### src/rtl/sap_pkg.sv
// Shared definitions for the parametrised SAP core: opcode encodings and
// the control FSM state set.
package sap_pkg;

    localparam int OPC_W = 4;

    typedef logic [OPC_W-1:0] opcode_t;

    localparam opcode_t OP_NOP = 4'h0;
    localparam opcode_t OP_LDA = 4'h1;
    localparam opcode_t OP_ADD = 4'h2;
    localparam opcode_t OP_SUB = 4'h3;
    localparam opcode_t OP_STA = 4'h4;
    localparam opcode_t OP_LDI = 4'h5;
    localparam opcode_t OP_JMP = 4'h6;
    localparam opcode_t OP_JC  = 4'h7;
    localparam opcode_t OP_JZ  = 4'h8;
    localparam opcode_t OP_AND = 4'h9;
    localparam opcode_t OP_OR  = 4'hA;
    localparam opcode_t OP_XOR = 4'hB;
    localparam opcode_t OP_OUT = 4'hE;
    localparam opcode_t OP_HLT = 4'hF;

    typedef enum logic [2:0] {
        FETCH_A,
        FETCH_I,
        EXEC1,
        EXEC2,
        HALT,
        LOAD
    } state_t;

endpackage

### src/rtl/sap_param_ram.sv
// Program/data RAM: asynchronous read, one synchronous write port shared
// between the program-load path and the STA execution path.
module sap_param_ram #(
    parameter int DATA_W = 8,
    parameter int ADDR_W = 4
) (
    input  logic              clk,
    input  logic              sta_we,
    input  logic [ADDR_W-1:0] sta_addr,
    input  logic [DATA_W-1:0] sta_data,
    input  logic              ld_we,
    input  logic [ADDR_W-1:0] ld_addr,
    input  logic [DATA_W-1:0] ld_data,
    input  logic [ADDR_W-1:0] rd_addr,
    output logic [DATA_W-1:0] rd_data
);

    localparam int DEPTH = 2 ** ADDR_W;

    logic [DATA_W-1:0] mem [DEPTH];
    logic              we;
    logic [ADDR_W-1:0] waddr;
    logic [DATA_W-1:0] wdata;

    // The two writers are mutually exclusive: loads happen only with the core stopped.
    assign we    = sta_we | ld_we;
    assign waddr = ld_we ? ld_addr : sta_addr;
    assign wdata = ld_we ? ld_data : sta_data;

    // NOTE: the memory array has no reset; clearing it would turn the RAM into flops.
    always_ff @(posedge clk) begin
        if (we) begin
            mem[waddr] <= wdata;
        end
    end

    assign rd_data = mem[rd_addr];

endmodule

### src/rtl/sap_param_core.sv
// Multi-cycle SAP core: PC, MAR, IR, accumulator, C/Z flags, ALU and output
// register sequenced by one FSM, with a program-load mode for the RAM.
module sap_param_core
    import sap_pkg::*;
#(
    parameter int DATA_W = 8,
    parameter int ADDR_W = 4
) (
    input  logic              clock,
    input  logic              clear,
    input  logic              WR,
    input  logic              prog_run,
    input  logic [DATA_W-1:0] ram_dip,
    input  logic [ADDR_W-1:0] mar_dip,
    output logic [DATA_W-1:0] SAP_OUT,
    output logic              out_valid,
    output logic              halted,
    output logic              carry,
    output logic              zero,
    output logic [ADDR_W-1:0] pc_dbg
);

    state_t            state, state_n;
    logic [ADDR_W-1:0] pc, pc_n;
    logic [ADDR_W-1:0] mar, mar_n;
    opcode_t           ir_op, ir_op_n;
    logic [ADDR_W-1:0] ir_opnd, ir_opnd_n;
    logic [DATA_W-1:0] a, a_n;
    logic [DATA_W-1:0] sap_out_q, sap_out_n;
    logic              c, c_n;
    logic              z, z_n;
    logic              out_valid_q, out_valid_n;
    logic              wr_q;
    logic              sta_we, ld_we;
    logic [DATA_W-1:0] ram_rdata;
    logic [DATA_W:0]   sum_w, diff_w;
    logic [DATA_W-1:0] opnd_ext;

    // The IR keeps only the opcode and operand fields; the bits between are don't-care.
    assign sum_w    = {1'b0, a} + {1'b0, ram_rdata};
    assign diff_w   = {1'b0, a} - {1'b0, ram_rdata};
    assign opnd_ext = {{(DATA_W-ADDR_W){1'b0}}, ir_opnd};
    assign ld_we    = ~prog_run & WR & ~wr_q & ~clear;

    sap_param_ram #(
        .DATA_W(DATA_W),
        .ADDR_W(ADDR_W)
    ) u_ram (
        .clk     (clock),
        .sta_we  (sta_we & ~clear),
        .sta_addr(mar),
        .sta_data(a),
        .ld_we   (ld_we),
        .ld_addr (mar_dip),
        .ld_data (ram_dip),
        .rd_addr (mar),
        .rd_data (ram_rdata)
    );

    // NOTE: every output of this block gets a default first, so no path can infer a latch.
    always_comb begin
        state_n     = state;
        pc_n        = pc;
        mar_n       = mar;
        ir_op_n     = ir_op;
        ir_opnd_n   = ir_opnd;
        a_n         = a;
        c_n         = c;
        z_n         = z;
        sap_out_n   = sap_out_q;
        out_valid_n = 1'b0;
        sta_we      = 1'b0;

        if (!prog_run) begin
            state_n = LOAD;
        end else begin
            case (state)
                FETCH_A: begin
                    mar_n   = pc;
                    state_n = FETCH_I;
                end
                FETCH_I: begin
                    ir_op_n   = ram_rdata[DATA_W-1 -: OPC_W];
                    ir_opnd_n = ram_rdata[ADDR_W-1:0];
                    pc_n      = pc + ADDR_W'(1);
                    state_n   = EXEC1;
                end
                EXEC1: begin
                    state_n = FETCH_A;
                    case (ir_op)
                        OP_LDI: begin
                            a_n = opnd_ext;
                            z_n = (opnd_ext == '0);
                        end
                        OP_JMP: pc_n = ir_opnd;
                        OP_JC:  if (c) pc_n = ir_opnd;
                        OP_JZ:  if (z) pc_n = ir_opnd;
                        OP_OUT: begin
                            sap_out_n   = a;
                            out_valid_n = 1'b1;
                        end
                        OP_HLT: state_n = HALT;
                        OP_LDA, OP_ADD, OP_SUB, OP_AND, OP_OR, OP_XOR, OP_STA: begin
                            mar_n   = ir_opnd;
                            state_n = EXEC2;
                        end
                        default: ;
                    endcase
                end
                EXEC2: begin
                    state_n = FETCH_A;
                    case (ir_op)
                        OP_LDA: a_n = ram_rdata;
                        OP_ADD: {c_n, a_n} = sum_w;
                        OP_SUB: begin
                            a_n = diff_w[DATA_W-1:0];
                            c_n = ~diff_w[DATA_W];
                        end
                        OP_AND: a_n = a & ram_rdata;
                        OP_OR:  a_n = a | ram_rdata;
                        OP_XOR: a_n = a ^ ram_rdata;
                        OP_STA: sta_we = 1'b1;
                        default: ;
                    endcase
                    if (ir_op != OP_STA) begin
                        z_n = (a_n == '0);
                    end
                end
                HALT:    state_n = HALT;
                LOAD:    state_n = FETCH_A;
                default: state_n = FETCH_A;
            endcase
        end
    end

    // NOTE: sequential state uses non-blocking assignments so every register samples pre-edge values.
    always_ff @(posedge clock) begin
        if (clear) begin
            state <= FETCH_A;
        end else begin
            state <= state_n;
        end
    end

    always_ff @(posedge clock) begin
        if (clear) begin
            pc          <= '0;
            mar         <= '0;
            ir_op       <= '0;
            ir_opnd     <= '0;
            a           <= '0;
            c           <= 1'b0;
            z           <= 1'b0;
            sap_out_q   <= '0;
            out_valid_q <= 1'b0;
            wr_q        <= 1'b0;
        end else begin
            pc          <= pc_n;
            mar         <= mar_n;
            ir_op       <= ir_op_n;
            ir_opnd     <= ir_opnd_n;
            a           <= a_n;
            c           <= c_n;
            z           <= z_n;
            sap_out_q   <= sap_out_n;
            out_valid_q <= out_valid_n;
            wr_q        <= WR;
        end
    end

    assign SAP_OUT   = sap_out_q;
    assign out_valid = out_valid_q;
    assign halted    = (state == HALT);
    assign carry     = c;
    assign zero      = z;
    assign pc_dbg    = pc;

endmodule

### config.mk
export PLATFORM = sky130hd
export DESIGN_NAME = sap_param_core
export DESIGN_NICKNAME = d
export VERILOG_FILES = /design/src/rtl/sap_pkg.sv /design/src/rtl/sap_param_ram.sv /design/src/rtl/sap_param_core.sv
export SDC_FILE = /design/constraint.sdc
export NUM_CORES = 1
export LEC_CHECK = 0
export BUFFER_PORTS_ARGS = -buffer_cell sky130_fd_sc_hd__buf_2
export CELL_PAD_IN_SITES_DETAIL_PLACEMENT = 1
export CELL_PAD_IN_SITES_GLOBAL_PLACEMENT = 1
export CORE_ASPECT_RATIO = 1.25
export CORE_MARGIN = 1
export CORE_UTILIZATION = 55
export DETAILED_ROUTE_END_ITERATION = 16
export GPL_ROUTABILITY_DRIVEN = 0
export PLACE_DENSITY_LB_ADDON = 0.3
export SLEW_MARGIN = 10
export SYNTH_ARGS = -nofsm -noshare
export SYNTH_HDL_FRONTEND = slang
export SYNTH_SLANG_ARGS = --single-unit
### constraint.sdc
create_clock -name clock -period 10.1 [get_ports clock]
set_input_delay 1.515 -clock clock [delete_from_list [all_inputs] [get_ports clock]]
set_output_delay 1.515 -clock clock [all_outputs]
set_load 0.02 [all_outputs]
==> summary.md <==
| Metric | Value |
|---|---|
| Multiplexer share of the synthesized area | `between 10 and 15%` |
| Crit path launch type | `flop` |
| Family with the most delay on the worst path | `flip-flops` |
| Total CTS buffers | `17` |
| Final TNS setup | `0 ns` |
| ANT cells | `0` |
| Pre-Repair DR Iteration Count | `11` |
| GRT overflow | `0` |
| Max incr delay on CP | `around 1.1 ns` |
| Tcrit/Tclk final | `about 45%` |
| Max cap viols | `0` |
| Post-Syn Area per Cell | `roughly 13 um2` |
| Worst VDD drop | `about 160 uV` |
| Dpl cell area | `approximately 8600 um2` |
| Simple-gate share of the synthesized area | `10.6%` |
| Pre-CTS setup slack | `about 5.7 ns` |
| Post-cts hold buffer count | `0` |
| Period minus WS final | `about 4.5 ns` |
| Initial antenna violation count | `0` |
| Chip height | `139 um` |
| HPWL after DPL | `roughly 16,000 um` |
| Routed Antenna Nets | `0` |
| Synth Instances | `about 640` |
| Pwr dens | `approximately 170 nW/um2` |
| Uppermost routed layer | `met4` |
| Worst hold stages | `2` |
| Post-Layout Inst Area | `between 9000 and 10,000 um2` |
| Root buffer cell | `clkbuf_16` |
| Number of global-route vias before repair | `roughly 6,100` |
| Buffers & Inverters on Critical Path | `1` |
| Synth async-reset ratio | `0%` |
| Leak | `3.12 nW` |
| Placeable Area | `roughly 15,000 um2` |
| TritonCTS clock tree | `built` |
| Die ar. | `about 16,000 um2` |
| Worst Tran Pin Value | `between 1 and 1.5 ns` |
| I/O pin count | `32` |
| Synth-to-layout area growth | `10.8%` |
| WL met1 | `~8800 um` |
| Crit-path most repeated cell | `mux2i_1` |
| Hold endpoint | `SAP_OUT[5]` |
| Final nets | `just over 700` |
| Routed via count | `~5,600` |
| WL met3 | `between 1000 and 1500 um` |
| Clk_skew | `0.0119 ns` |
| Maximum clock rate | `about 220 MHz` |
| Violations in the final reports | `design-rule violations` |
| Status | `finished with violations` |
| Crit path max fanout | `18` |
| Largest net degree at the start of global routing | `between 40 and 50` |
| DRC viols | `2` |
| Vias per inst | `roughly 6.6` |
| Num rows | `49` |
| Critical Path Sink Type | `flop` |
| Final Max Slew Viols | `0` |
| FF-to-FF End | `a[5]` |
| Worst Reg-to-Reg Cells | `12` |
| Worst R2R Setup Slack | `about 5.6 ns` |
| Synthesized cell area | `between 8000 and 9000 um2` |
| YS warnings | `0` |
| CP required | `about 10 ns` |
| # clock sinks | `roughly 170` |
| Post-synthesis net count | `between 600 and 700` |
| Largest family of logic cells by synthesized area | `multiplexers` |
| Setup Crit Path Kind | `reg -> reg` |
| PortBufs | `31` |
| Initial Util | `57.0%` |
| Slowest-stage cell, CP | `dfxtp_1` |
| Number of synthesized flops with an enable pin | `~130` |
| Final Setup Violations | `0` |
| Routed len/inst | `26.5 um` |
| Slew margin rel. | `24.2%` |
| Worst EP arrival | `just under 5 ns` |
| Clk_lat worst skew | `approximately 0.44 ns` |
| Die width | `112 um` |
| Total length of routed wires | `roughly 23,000 um` |
| Setup Buffers After CTS | `0` |
| RSZ-0062 raised after global routing | `false` |
| First-pass GRT wire length | `35,600 um` |
| Clock Tree Buf Depth | `2` |
| Worst-path clk slew | `about 0.070 ns` |
| Total track usage | `a little under a third` |
| Post-synthesis adder-cell area fraction | `4.56%` |
| Worst min path class | `reg -> reg` |
| H-tree depth | `4` |
| Register area share after synthesis | `between 50% and 60%` |
| Synthesized flop and latch total | `between 150 and 200` |
| Met2 routed WL | `12,100 um` |
| Layout cells sized above 1 | `a little under a fifth` |
| Critical path cell sequence | `mux4_2 -> mux2i_1 -> mux2i_1 -> inv_1 -> ha_1 -> nor3_1 -> o31ai_1 -> and3_1 -> or3_1 -> a31oi_1 -> a211o_1 -> a21oi_1` |
| Compound-Gate Fraction of Synth Area | `around a tenth` |
| XOR/XNOR share of the synthesized area | `less than 1%` |
| Post-CTS Resized | `0` |
| Final hold violations | `0` |
| Final Worst Setup Slack | `between 5 and 6 ns` |
| Final hold slack | `~0.49 ns` |
| Power Total | `~1.6 mW` |
| Hold wc startpoint | `SAP_OUT[5]` |
| Netlist cell types | `72` |
| Top_reg_cell synth | `edfxtp_1` |
| Drt initial violations | `392` |
## state kept, by name, summed over array words and instances (netlist names), named ones only
| register | flops |
|---|---|
| out_valid | 1 |
| a | 8 |
| zero | 1 |
| pc_dbg | 4 |
| ir_op | 4 |
| wr_q | 1 |
| u_ram.mem | 128 |
| state | 3 |
| ir_opnd | 4 |
| SAP_OUT | 8 |
| carry | 1 |
| mar | 4 |
## cells by family (layout without fill, tap and decap cells)
logic type      Yosys count  count (layout)
flops                   171             171
simple gates            171             171
compound gates          132             132
mux                      68              68
buf+inv                  67             108
fa+ha+maj                29              29
xor+xnor                  4               4
## through the flow
| step | util [%] | instances |
|---|---|---|
| 6_report | 63.2 | 861 |
| 2_1_floorplan | - | 642 |
| 3_5_place_dp | 59.1 | 828 |
| 4_1_cts | 63.1 | 860 |
| 3_3_place_gp | 59.1 | 828 |
| 5_1_grt | 63.2 | 861 |
## worst max path at each step
stage                             endpoint  slack, ns  cells after the start
after detailed placement  u_ram.mem[10][0]       5.71                      5
after floorplan                       zero       6.50                     13
final                                 a[5]       5.55                     12
after CTS                             zero       5.63                     11
after global routing                  zero       5.26                     11
after global placement                zero       5.81                     11
## power breakdown
| part | leakage [nW] | switching, mW | internal, mW | total (mW) |
|---|---|---|---|---|
| sequential | 1.52 | 0.0136 | 0.757 | 0.770 |
| clock | 0.287 | 0.291 | 0.369 | 0.659 |
| combinational | 1.31 | 0.0889 | 0.0569 | 0.146 |
## per-layer routing
| metal | up-vias | track usage (%) |
|---|---|---|
| li1 | 2498 | - |
| met5 | - | 0 |
| met2 | 221 | 55.3 |
| met3 | 64 | 4.57 |
| met4 | 0 | 14.0 |
| met1 | 2860 | 37.7 |
## worst register-to-register path: cells and delay by family (launching register included)
| family | cells | cell delay, ns |
|---|---|---|
| flip-flops | 1 | 1.06 |
| adder cells (fa/ha/maj) | 1 | 0.45 |
| AND/OR/NAND/NOR | 3 | 1.05 |
| multiplexers | 3 | 0.94 |
| AO/OA/AOI/OAI | 4 | 0.73 |
| buffers and inverters | 1 | 0.16 |
## Yosys cell counts (all sizes together), types with 9 or more instances
library cell  count  area (um2)
edfxtp          128        3840
o21ai            33         165
a21oi            31         155
inv              31         116
ha               27         338
nand2b            9        56.3
nor2b            15        93.8
nand2            38         143
mux2i            29         290
mux4             35         788
dfxtp            43         861
nor2             58         225
buf              14        93.8
clkbuf           21        80.1
## final cells by class
class | count | area [um2]
Clock buffer | 17 | 425
Fill cell | 1392 | 5350
Sequential cell | 171 | 4710
Timing Repair Buffer | 44 | 253
Tap cell | 178 | 223
Multi-Input combinational cell | 404 | 3300
Inverter | 32 | 120
Clock inverter | 15 | 160
## cells in the final DEF (no fill, tap or decap), types with 29 or more instances in the layout
cell type and instances:
mux2i_1 29, a21oi_1 31, buf_2 31, mux4_2 35, inv_1 30, nor2_1 57
nand2_1 38, edfxtp_1 128, dfxtp_1 42
Note: power is estimated with default switching activity, not from simulation.
